<file path="src/rtl/muldiv_pkg.sv">
`default_nettype none
// ============================================================================
// Module      : muldiv_pkg
// Description : Shared definitions for the EX-stage multiply/divide unit:
//               op encodings, FSM state type and iteration-counter sizing.
// Revision    : 1.0 - initial release
// ============================================================================
package muldiv_pkg;

  localparam logic [1:0] OP_MULT  = 2'b00;
  localparam logic [1:0] OP_MULTU = 2'b01;
  localparam logic [1:0] OP_DIV   = 2'b10;
  localparam logic [1:0] OP_DIVU  = 2'b11;

  typedef enum logic [1:0] {
    IDLE = 2'd0,
    CALC = 2'd1,
    FIX  = 2'd2
  } state_t;

  // Counter must hold the value WIDTH itself, hence WIDTH+1 codes.
  function automatic int cnt_width(input int width);
    return $clog2(width + 1);
  endfunction

  localparam int MULDIV_WIDTH = 32;
  localparam int CNT_W        = cnt_width(MULDIV_WIDTH);

endpackage
`default_nettype wire

</file>
<file path="src/rtl/ex_muldiv_step.sv">
`default_nettype none
// ============================================================================
// Module      : ex_muldiv_step
// Description : One iteration of the multiply/divide datapath. The 2*WIDTH
//               accumulator holds {partial product, multiplier} for multiply
//               and {remainder, dividend/quotient} for divide.
// Revision    : 1.0 - initial release
// ============================================================================
module ex_muldiv_step
  import muldiv_pkg::*;
#(
  parameter int WIDTH = 32
) (
  input  logic                 is_div,
  input  logic [2*WIDTH-1:0]   acc,
  input  logic [WIDTH-1:0]     mcand,
  input  logic [WIDTH-1:0]     divisor,
  output logic [2*WIDTH-1:0]   acc_next
);

  logic [WIDTH:0] w_sum;
  logic [WIDTH:0] w_shifted;
  logic [WIDTH:0] w_diff;

  // Shift-add multiply step or restoring subtract-shift divide step.
  always_comb begin
    w_sum     = {1'b0, acc[2*WIDTH-1:WIDTH]} + (acc[0] ? {1'b0, mcand} : '0);
    w_shifted = {acc[2*WIDTH-1:WIDTH], acc[WIDTH-1]};
    w_diff    = w_shifted - {1'b0, divisor};
    acc_next  = {w_sum, acc[WIDTH-1:1]};
    if (is_div) begin
      // Remainder stays below the divisor, so a set top bit means borrow.
      if (!w_diff[WIDTH]) begin
        acc_next = {w_diff[WIDTH-1:0], acc[WIDTH-2:0], 1'b1};
      end else begin
        acc_next = {w_shifted[WIDTH-1:0], acc[WIDTH-2:0], 1'b0};
      end
    end
  end

endmodule
`default_nettype wire

</file>
<file path="src/rtl/ex_muldiv.sv">
`default_nettype none
// ============================================================================
// Module      : ex_muldiv
// Description : Iterative MULT/MULTU/DIV/DIVU unit for the EX stage. Works on
//               magnitudes for WIDTH cycles, then sign-corrects and commits
//               HI/LO. Holds stall_req while busy.
//               Optional: MULDIV_DIV0_FLAG_EN adds a sticky div_by_zero flag.
// Revision    : 1.0 - initial release
// ============================================================================
module ex_muldiv
  import muldiv_pkg::*;
#(
  parameter int WIDTH = 32
) (
  input  logic             clk,
  input  logic             rst,
  input  logic             start,
  input  logic [1:0]       op,
  input  logic [WIDTH-1:0] operand_a,
  input  logic [WIDTH-1:0] operand_b,
  input  logic             flush,
  output logic             busy,
  output logic             stall_req,
  output logic             done,
  output logic [WIDTH-1:0] hi,
  output logic [WIDTH-1:0] lo
`ifdef MULDIV_DIV0_FLAG_EN
  ,
  output logic             div_by_zero
`endif
);

  localparam int ITER_W = cnt_width(WIDTH);

  state_t              r_state;
  state_t              w_next;
  logic [ITER_W-1:0]   r_cnt;
  logic [2*WIDTH-1:0]  r_acc;
  logic [2*WIDTH-1:0]  w_acc_next;
  logic [WIDTH-1:0]    r_mag_a;
  logic [WIDTH-1:0]    r_mag_b;
  logic                r_is_div;
  logic                r_neg_lo;
  logic                r_neg_hi;
  logic                r_b_zero;
  logic [WIDTH-1:0]    r_hi;
  logic [WIDTH-1:0]    r_lo;
  logic                r_done;

  logic                w_accept;
  logic                w_is_div;
  logic                w_sa;
  logic                w_sb;
  logic [WIDTH-1:0]    w_mag_a;
  logic [WIDTH-1:0]    w_mag_b;
  logic [2*WIDTH-1:0]  w_prod;
  logic [WIDTH-1:0]    w_quo;
  logic [WIDTH-1:0]    w_rem;
  logic [WIDTH-1:0]    w_hi_res;
  logic [WIDTH-1:0]    w_lo_res;
  logic                w_busy;

  // Operand decode: signs count only for the signed ops (op[0]==0).
  always_comb begin
    w_accept = (r_state == IDLE) && start && !flush;
    w_is_div = (op == OP_DIV) || (op == OP_DIVU);
    w_sa     = operand_a[WIDTH-1] & ~op[0];
    w_sb     = operand_b[WIDTH-1] & ~op[0];
    w_mag_a  = w_sa ? -operand_a : operand_a;
    w_mag_b  = w_sb ? -operand_b : operand_b;
  end

  ex_muldiv_step #(.WIDTH(WIDTH)) u_step (
    .is_div   (r_is_div),
    .acc      (r_acc),
    .mcand    (r_mag_a),
    .divisor  (r_mag_b),
    .acc_next (w_acc_next)
  );

  // Sign correction of the finished magnitudes. For a zero divisor the
  // remainder equals |a| and re-applying a's sign restores operand_a.
  always_comb begin
    w_prod   = r_neg_lo ? -r_acc : r_acc;
    w_quo    = r_neg_lo ? -r_acc[WIDTH-1:0] : r_acc[WIDTH-1:0];
    w_rem    = r_neg_hi ? -r_acc[2*WIDTH-1:WIDTH] : r_acc[2*WIDTH-1:WIDTH];
    w_hi_res = w_prod[2*WIDTH-1:WIDTH];
    w_lo_res = w_prod[WIDTH-1:0];
    if (r_is_div) begin
      w_hi_res = w_rem;
      w_lo_res = r_b_zero ? '1 : w_quo;
    end
  end

  // State register.
  always_ff @(posedge clk or posedge rst) begin
    if (rst) r_state <= IDLE;
    else     r_state <= w_next;
  end

  // Next-state logic; flush beats the FIX commit.
  always_comb begin
    w_next = r_state;
    case (r_state)
      IDLE:    if (w_accept) w_next = CALC;
      CALC:    if (flush) w_next = IDLE;
               else if (r_cnt == ITER_W'(1)) w_next = FIX;
      FIX:     w_next = IDLE;
      default: w_next = IDLE;
    endcase
  end

  // FSM outputs.
  always_comb begin
    w_busy    = (r_state != IDLE);
    busy      = w_busy;
    stall_req = w_busy;
    done      = r_done;
    hi        = r_hi;
    lo        = r_lo;
  end

  // Operand latch, iteration datapath and HI/LO commit.
  always_ff @(posedge clk or posedge rst) begin
    if (rst) begin
      r_cnt    <= '0;
      r_acc    <= '0;
      r_mag_a  <= '0;
      r_mag_b  <= '0;
      r_is_div <= 1'b0;
      r_neg_lo <= 1'b0;
      r_neg_hi <= 1'b0;
      r_b_zero <= 1'b0;
      r_hi     <= '0;
      r_lo     <= '0;
      r_done   <= 1'b0;
    end else begin
      r_done <= 1'b0;
      case (r_state)
        IDLE: if (w_accept) begin
          r_is_div <= w_is_div;
          r_mag_a  <= w_mag_a;
          r_mag_b  <= w_mag_b;
          r_neg_lo <= w_sa ^ w_sb;
          r_neg_hi <= w_sa;
          r_b_zero <= (operand_b == '0);
          r_cnt    <= ITER_W'(WIDTH);
          r_acc    <= w_is_div ? {{WIDTH{1'b0}}, w_mag_a} : {{WIDTH{1'b0}}, w_mag_b};
        end
        CALC: if (!flush) begin
          r_acc <= w_acc_next;
          r_cnt <= r_cnt - ITER_W'(1);
        end
        FIX: if (!flush) begin
          r_hi   <= w_hi_res;
          r_lo   <= w_lo_res;
          r_done <= 1'b1;
        end
        default: ;
      endcase
    end
  end

`ifdef MULDIV_DIV0_FLAG_EN
  logic r_dbz;

  // Sticky divide-by-zero flag, cleared when the next op is accepted.
  always_ff @(posedge clk or posedge rst) begin
    if (rst) begin
      r_dbz <= 1'b0;
    end else if (w_accept) begin
      r_dbz <= 1'b0;
    end else if ((r_state == FIX) && !flush && r_is_div && r_b_zero) begin
      r_dbz <= 1'b1;
    end
  end

  assign div_by_zero = r_dbz;
`endif

endmodule
`default_nettype wire

</file>
<file path="config.mk">
export PLATFORM = sky130hd
export DESIGN_NAME = ex_muldiv
export DESIGN_NICKNAME = d
export VERILOG_FILES = /design/src/rtl/muldiv_pkg.sv /design/src/rtl/ex_muldiv_step.sv /design/src/rtl/ex_muldiv.sv
export SDC_FILE = /design/constraint.sdc
export NUM_CORES = 1
export LEC_CHECK = 0
export ABC_CLOCK_PERIOD_IN_PS = 6480
export CORE_AREA = 2 2 172 174
export CTS_CLUSTER_DIAMETER = 30
export DETAILED_ROUTE_END_ITERATION = 6
export DIE_AREA = 0 0 174 176
export HOLD_SLACK_MARGIN = 0.1
export PLACE_DENSITY = 0.79
export SLEW_MARGIN = 20
export SYNTH_ARGS = -nofsm -noshare
export SYNTH_HDL_FRONTEND = slang
export SYNTH_SLANG_ARGS = --single-unit
</file>
<file path="constraint.sdc">
create_clock -name clk -period 6.48 [get_ports clk]
set_clock_uncertainty 0.05 [all_clocks]
set_input_delay 0.648 -clock clk [delete_from_list [all_inputs] [get_ports clk]]
set_output_delay 0.648 -clock clk [all_outputs]
set_load 0.02 [all_outputs]
</file>
==> reports/qor.csv, run 1 <==
stage,metric,value,unit
outcome,status,completed,
finish,area of all placed cells without fillers,18690,µm²
die,Die W,174,µm
grt,global-route wire length before repair,75.52,mm
timing,setup TNS,0,ns
power_and_ir_drop,PwrDens,471.8,nW/µm²
clock_tree,clock sink count,205,
drt,Final ANT Viol Nets,0,
place,HPWL after DPL,34.32,mm
critical_path,Worst Setup Start Kind,flop,
clock_tree,Clock Tree Buf Depth,3,
yosys,most common cell in the netlist,dfrtp_1,
timing,Final period util,67.25,%
timing,fmax,0.2295,GHz
clock_tree,# H-tree levels,2,
drt,DRC,0,
drt,via count,14550,
die,die area,30620,µm²
yosys,"Seq/Total Area, Yosys",33.47,%
clock_tree,Resized Gates After CTS,0,
clock_tree,post-CTS setup buffers,0,
critical_path,critical path capture point type,flop,
min_path,Hold Path Origin,r_mag_a[17],
timing,post-layout min period,4.358,ns
timing,max_slew headroom,28.85,%
min_path,Hold Path Depth,2,
yosys,Synth Warn #,0,
timing,"Slew Viols, Final",0,
die,core box area,28550,µm²
finish,ANT cells,0,
critical_path,Critical Path RT,6.86,ns
finish,# fillers,2349,
die,Die H,176,µm
yosys,Synth Area in XOR/XNOR,9.715,%
grt,vias in the first global route,13960,
grt,antenna violations before repair,0,
critical_path,CP max-delay cell,dfrtp_1,
critical_path,crit-path cells,"nand2_1, inv_1, ha_1, a211o_1, a2111oi_0, o31ai_1, o21ai_1, a2111oi_0, or3_1, a32o_1, a221oi_1, nand2_1",
yosys,synth top area cells,"dfrtp_1 33%, o21ai_0 6.0%, ha_1 5.7%",
place,Placer Congestion,0.9481,
critical_path,Arrival @ worst endpoint,4.73,ns
yosys,Yosys top cell area share,33.47,%
die,top-level I/O count,137,
power_and_ir_drop,Max VDD drop,276.1,µV
drt,wire per inst,19.86,µm
critical_path,CP bufs+invs,1,
critical_path,Crit path largest cell delay,0.96,ns
drt,drt first-iter violations,1361,
clock_tree,Worst-Skew Late Latency,0.59,ns
finish,P&R area growth vs syn,21.94,%
drt,Vias/cell,6.136,
die,# rows,62,
yosys,Post-Syn Area,15330,µm²
yosys,ys flop type,dfrtp_1,
yosys,Synth cell types,78,
timing,endpoints failing setup,0,
finish,fin nets,2087,
yosys,"EDFF count, synth",0,
critical_path,RR Endpoint,r_acc[62],
grt,GRT Total Usage,30.59,%
yosys,post-synthesis mux area share,5.780,%
place,PortBufs,136,
yosys,Compound-Gate Fraction of Synth Area,22.67,%
critical_path,R2R Setup Slk,2.12,ns
min_path,worst min path class,reg -> reg,
clock_tree,CTS buffer count,51,
grt,largest net degree at the start of global routing,113,
clock_tree,TritonCTS clock tree,built,
critical_path,critical path class,reg -> reg,
clock_tree,clk root buf,clkbuf_16,
finish,fraction of layout cells with a size suffix above 1,7.545,%
critical_path,Top Family by Delay on Critical Path,compound AO/OA/AOI/OAI gates,
critical_path,Reg2Reg Launch Point,r_acc[0],
clock_tree,cts hold-fix bufs,0,
yosys,Mean Syn Cell Area,8.316,µm²
timing,RSZ-0062 raised after global routing,no,
yosys,syn nets,1985,
yosys,Post-Synth Simple-Gate Area,18.21,%
die,Starting Density,53.69,%
drt,TritonRoute pass-1 iters,5,
yosys,async set or reset register ratio after synthesis,100.0,%
run,Max-Cap Viols,0,
yosys,post-synthesis adder-cell area fraction,5.976,%
power_and_ir_drop,leakage,0.008210,µW
yosys,cells after synthesis,1843,
yosys,largest family of logic cells by synthesized area,compound AO/OA/AOI/OAI gates,
yosys,"area leader, netlist",dfrtp_1,
min_path,Worst Hold End,r_mag_a[17],
clock_tree,"Reg clk slew, reported paths",0.05,ns
grt,remaining global-route overflow,0,
timing,final hold vios,0,
critical_path,CP max FO,36,
place,placed cell areas,16920,µm²
drt,drt total wl,47.12,mm
yosys,synth cell count leaders,"205 x dfrtp_1, 196 x nand2_1, 184 x o21ai_0",
timing,worst slew pin tran,1.067,ns
critical_path,FF-to-FF path depth,12,
yosys,Synth Register Bits,205,
-- tightest hold or removal path: cells and delay by family, from the launching register on --
family          cells  cell delay, ns
flops               1            0.33
compound gates      1            0.06
simple gates        1            0.04
-- state kept, by name (all words and copies together) (netlist names) --
register  flops
r_mag_b      32
r_mag_a      32
r_neg_hi      1
done          1
r_acc        64
r_cnt         6
r_neg_lo      1
r_state       2
lo           32
r_is_div      1
hi           32
r_b_zero      1
-- layout make-up --
type	instances	area, µm²	share of cell area [%]
clock buffer	56	1315	7.037
multi-input combinational	1471	9578	51.25
inverter	62	240.2	1.285
sequential	205	5131	27.46
clock inverter	40	451.7	2.417
timing repair buffer	154	1491	7.981
tap	384	480.5	2.571
-- how the worst max path moves through the flow --
stage / cells past startpoint / end / slack (ns) / startpoint
2_1_floorplan: 1 / done / 0.19 / rst
6_report: 12 / r_acc[62] / 2.12 / r_acc[0]
3_5_place_dp: 12 / r_acc[62] / 2.25 / r_acc[0]
5_1_grt: 12 / r_acc[62] / 1.82 / r_acc[0]
4_1_cts: 12 / r_acc[62] / 2.19 / r_acc[0]
3_3_place_gp: 12 / r_acc[62] / 2.36 / r_acc[0]
-- report_power, final --
part,switching [µW],internal (µW),total [µW]
combinational,2350,1680,4040
sequential,575,1660,2230
clock,869,1680,2550
-- cell families after synthesis --
| family | after synthesis |
|---|---|
| and+or+nand+nor | 574 |
| AOI/OAI and AO/OA | 567 |
| DFF | 205 |
| xor gates and xnor gates | 170 |
| buffers and inverters | 167 |
| muxes | 88 |
| adders and majority gates | 72 |
-- layout by cell type, fill, tap and decap left out, drive strengths merged, types with 56 or more instances in the layout --
cell	Yosys	final
a21oi	156	156
ha	70	70
xor2	93	93
clkdlybuf4s50	0	135
mux2i	84	84
o21ai	195	195
nand2	196	196
xnor2	77	77
clkbuf	95	56
dfrtp	205	205
nor2	142	142
inv	62	66
-- stage by stage --
stage               util [%]  cells  hold slack [ns]  power [µW]  setup WS [ns]
finish                 65.46   2372           0.4204        8818          2.122
global route           65.46   2372           0.4504        9367          1.821
CTS                    65.46   2372           0.4250        8757          2.192
detailed placement     59.27   2276           0.4131        6155          2.254
global placement       59.27   2276           0.4030        6061          2.364
floorplan                  -   1843           0.3924        5001         0.1862
-- routing by layer --
metal  global-route usage, %  up-vias  wire length (µm)
met3                   5.426      103              4294
met5                       0        -                 0
met1                   42.65     6922             20370
li1                        -     6831                 -
met4                   8.263        0              1079
met2                   49.34      698             21370
Note: power is estimated with default switching activity, not from simulation.
==> run 2: changes to the inputs <==
- ABC_CLOCK_PERIOD_IN_PS: 6480 -> 4190
- CORE_AREA: 2 2 172 174 -> 2 2 165 167
- DIE_AREA: 0 0 174 176 -> 0 0 167 169
- PLACE_DENSITY: 0.79 -> 0.81
- clock period: 6.48 -> 4.19 ns (I/O delays scaled with it)
==> run 2 against run 1 <==
Effect of this change: combinational power grew 59%; via count increased by 0.45%; highest routed layer unchanged; sequential power grew 52%; total power increased by 52%; hold slack worse by 0.17 ns; fmax up 12%.
==> reports/qor.csv, run 2 (synthesized netlist as in run 1, its figures left out) <==
stage,metric,value,unit,change
power_and_ir_drop,leakage,0.008245,µW,+0.42%
critical_path,CP max FO,8,,-78%
die,Die H,169,µm,-4.0%
grt,antenna violations before repair,0,,unchanged
power_and_ir_drop,PwrDens,718.1,nW/µm²,+52%
finish,P&R area growth vs syn,21.64,%,
finish,fin nets,2103,,+0.77%
finish,area of all placed cells without fillers,18640,µm²,-0.24%
finish,most frequent cells in the layout,"203 x dfrtp_1, 195 x nand2_1, 184 x o21ai_0, 155 x a21oi_1, 141 x nor2_1",,
die,# rows,60,,-3.2%
drt,Final ANT Viol Nets,0,,unchanged
clock_tree,TritonCTS clock tree,built,,
die,Die W,167,µm,-4.0%
die,die area,28220,µm²,-7.8%
drt,drt first-iter violations,1357,,-0.29%
finish,"commonest non-fill, non-tap cell in the layout",dfrtp_1,,
power_and_ir_drop,Tot Pwr,13390,µW,+52%
min_path,worst min path class,in -> async,,
die,top-level I/O count,137,,unchanged
critical_path,crit-path cells,"inv_1, ha_1, fa_1, nand2b_1, a21oi_1, a211oi_1, o211a_2, a21oi_1, nor4_1, buf_4, or3_1, or4_1, nand2_1",,
place,Placer Congestion,0.9508,,+0.28%
place,HPWL after DPL,34.21,mm,-0.33%
timing,Final period util,92.82,%,+26 points
finish,Largest register FFs,64,,unchanged
critical_path,Worst Setup Start Kind,flop,,
critical_path,CP max-delay cell,or4_1,,
place,placed cell count,2252,,-1.1%
clock_tree,Clock Tree Buf Depth,3,,unchanged
critical_path,critical path class,reg -> reg,,
grt,GRT Total Usage,32.37,%,+1.8 points
critical_path,Top Family by Delay on Critical Path,simple AND/OR/NAND/NOR gates,,
timing,max_slew headroom,27.93,%,-0.92 points
outcome,status,completed,,
grt,largest net degree at the start of global routing,144,,+27%
finish,Final Instance Count excl. Fillers,2337,,-1.5%
timing,worst slew pin tran,1.066,ns,-0.001229 ns
timing,endpoints failing setup,0,,unchanged
critical_path,CP bufs+invs,2,,+1
power_and_ir_drop,Int Pwr,7691,µW,+53%
critical_path,RR Endpoint,r_acc[62],,
power_and_ir_drop,Logic pwr share,48.0,%,+2.2 points
clock_tree,clock sink count,205,,unchanged
critical_path,Crit path largest cell delay,0.56,ns,-0.40 ns
critical_path,critical path capture point type,flop,,
finish,register area,5132,µm²,about the same
clock_tree,Resized Gates After CTS,0,,unchanged
critical_path,FF-to-FF path depth,13,,+1
drt,Vias/cell,6.255,,+2.0%
die,Starting Density,57.83,%,+4.1 points
power_and_ir_drop,fraction of power consumed by the clock network,26.7,%,-2.2 points
timing,post-layout min period,3.889,ns,-0.4687 ns
power_and_ir_drop,Max VDD drop,481.5,µV,+74%
timing,fmax,0.2571,GHz,+12%
clock_tree,cts hold-fix bufs,0,,unchanged
place,PortBufs,136,,unchanged
grt,global-route wire length before repair,74.32,mm,-1.6%
timing,setup TNS,0,ns,unchanged
die,core box area,26500,µm²,-7.2%
drt,wire per inst,19.91,µm,+0.21%
power_and_ir_drop,Switching Fraction,42.55,%,-0.53 points
critical_path,cell with the most instances on the worst path,a21oi_1,,
drt,via count,14620,,+0.45%
clock_tree,clk root buf,clkbuf_16,,
drt,TritonRoute pass-1 iters,7,,+2
finish,# fillers,2092,,-11%
critical_path,Critical Path RT,4.61,ns,-2.25 ns
run,Max-Cap Viols,0,,unchanged
drt,DRC,0,,unchanged
finish,Top reg by flops,r_acc,,
timing,"Slew Viols, Final",0,,unchanged
timing,RSZ-0062 raised after global routing,no,,
critical_path,R2R Setup Slk,0.30,ns,-1.82 ns
clock_tree,# H-tree levels,2,,unchanged
power_and_ir_drop,P_sw,5696,µW,+50%
finish,fraction of layout cells with a size suffix above 1,7.816,%,+0.27 points
power_and_ir_drop,Flop pwr share,25.2,%,about the same
clock_tree,"Reg clk slew, reported paths",0.05,ns,about the same
drt,drt total wl,46.52,mm,-1.3%
clock_tree,Worst-Skew Late Latency,0.55,ns,-0.04 ns
finish,ANT cells,0,,unchanged
place,placed cell areas,17060,µm²,+0.80%
grt,vias in the first global route,14210,,+1.8%
timing,final hold vios,0,,unchanged
finish,area of the multi-input gates,9578,µm²,unchanged
grt,remaining global-route overflow,0,,unchanged
critical_path,Arrival @ worst endpoint,4.30,ns,-0.43 ns
clock_tree,CTS buffer count,47,,-7.8%
critical_path,Reg2Reg Launch Point,r_acc[31],,
clock_tree,post-CTS setup buffers,0,,unchanged
-- run 2: cell types whose count changed in the layout (fill, tap and decap cells not counted), sizes merged --
cell and change:
clkinvlp -4, clkbuf +4, bufinv -1, clkinv -7, buf +20, inv -4
-- run 2: cell type report --
cell class,count,area share (%)
clock buffers,60,6.946
clock inverters,24,1.409
inverters,62,1.268
multi-input cells,1471,51.38
flip-flops and latches,205,27.53
well taps,341,2.289
repair buffers,174,9.181
-- run 2: power groups by stage --
stage	sequential [µW]	combinational, µW	clock (µW)
after floorplan	3230	4500	0
after global placement	3330	6120	0
after detailed placement	3360	6270	0
after CTS	3350	6330	3600
after global routing	3460	7040	3700
final	3380	6430	3580
-- run 2: routing by layer --
metal	track usage, %	wire (µm)	up-vias
met5	0	0	-
met4	10.04	1097	0
met3	4.910	3680	93
met2	54.03	21750	658
met1	43.62	19990	7007
li1	-	-	6861
-- run 2: metrics by stage --
stage	utilization (%)	hold WS (ns)	worst slack, ns
after floorplan	-	0.3924	0.7335
after global placement	64.36	0.4027	0.4156
after detailed placement	64.36	0.4124	0.3328
after CTS	70.24	0.4223	0.3552
after global routing	70.35	0.3062	0.1151
final	70.35	0.2513	0.3008
-- run 2: worst max path at each step --
stage	startpoint	to	cells after the start	slack [ns]
finish	r_acc[31]	r_acc[62]	13	0.30
global route	r_acc[0]	r_acc[62]	13	0.12
CTS	r_acc[31]	r_acc[62]	13	0.36
detailed placement	operand_b[7]	r_acc[29]	9	0.33
global placement	operand_b[7]	r_acc[29]	9	0.42
floorplan	r_acc[32]	r_acc[53]	13	0.73
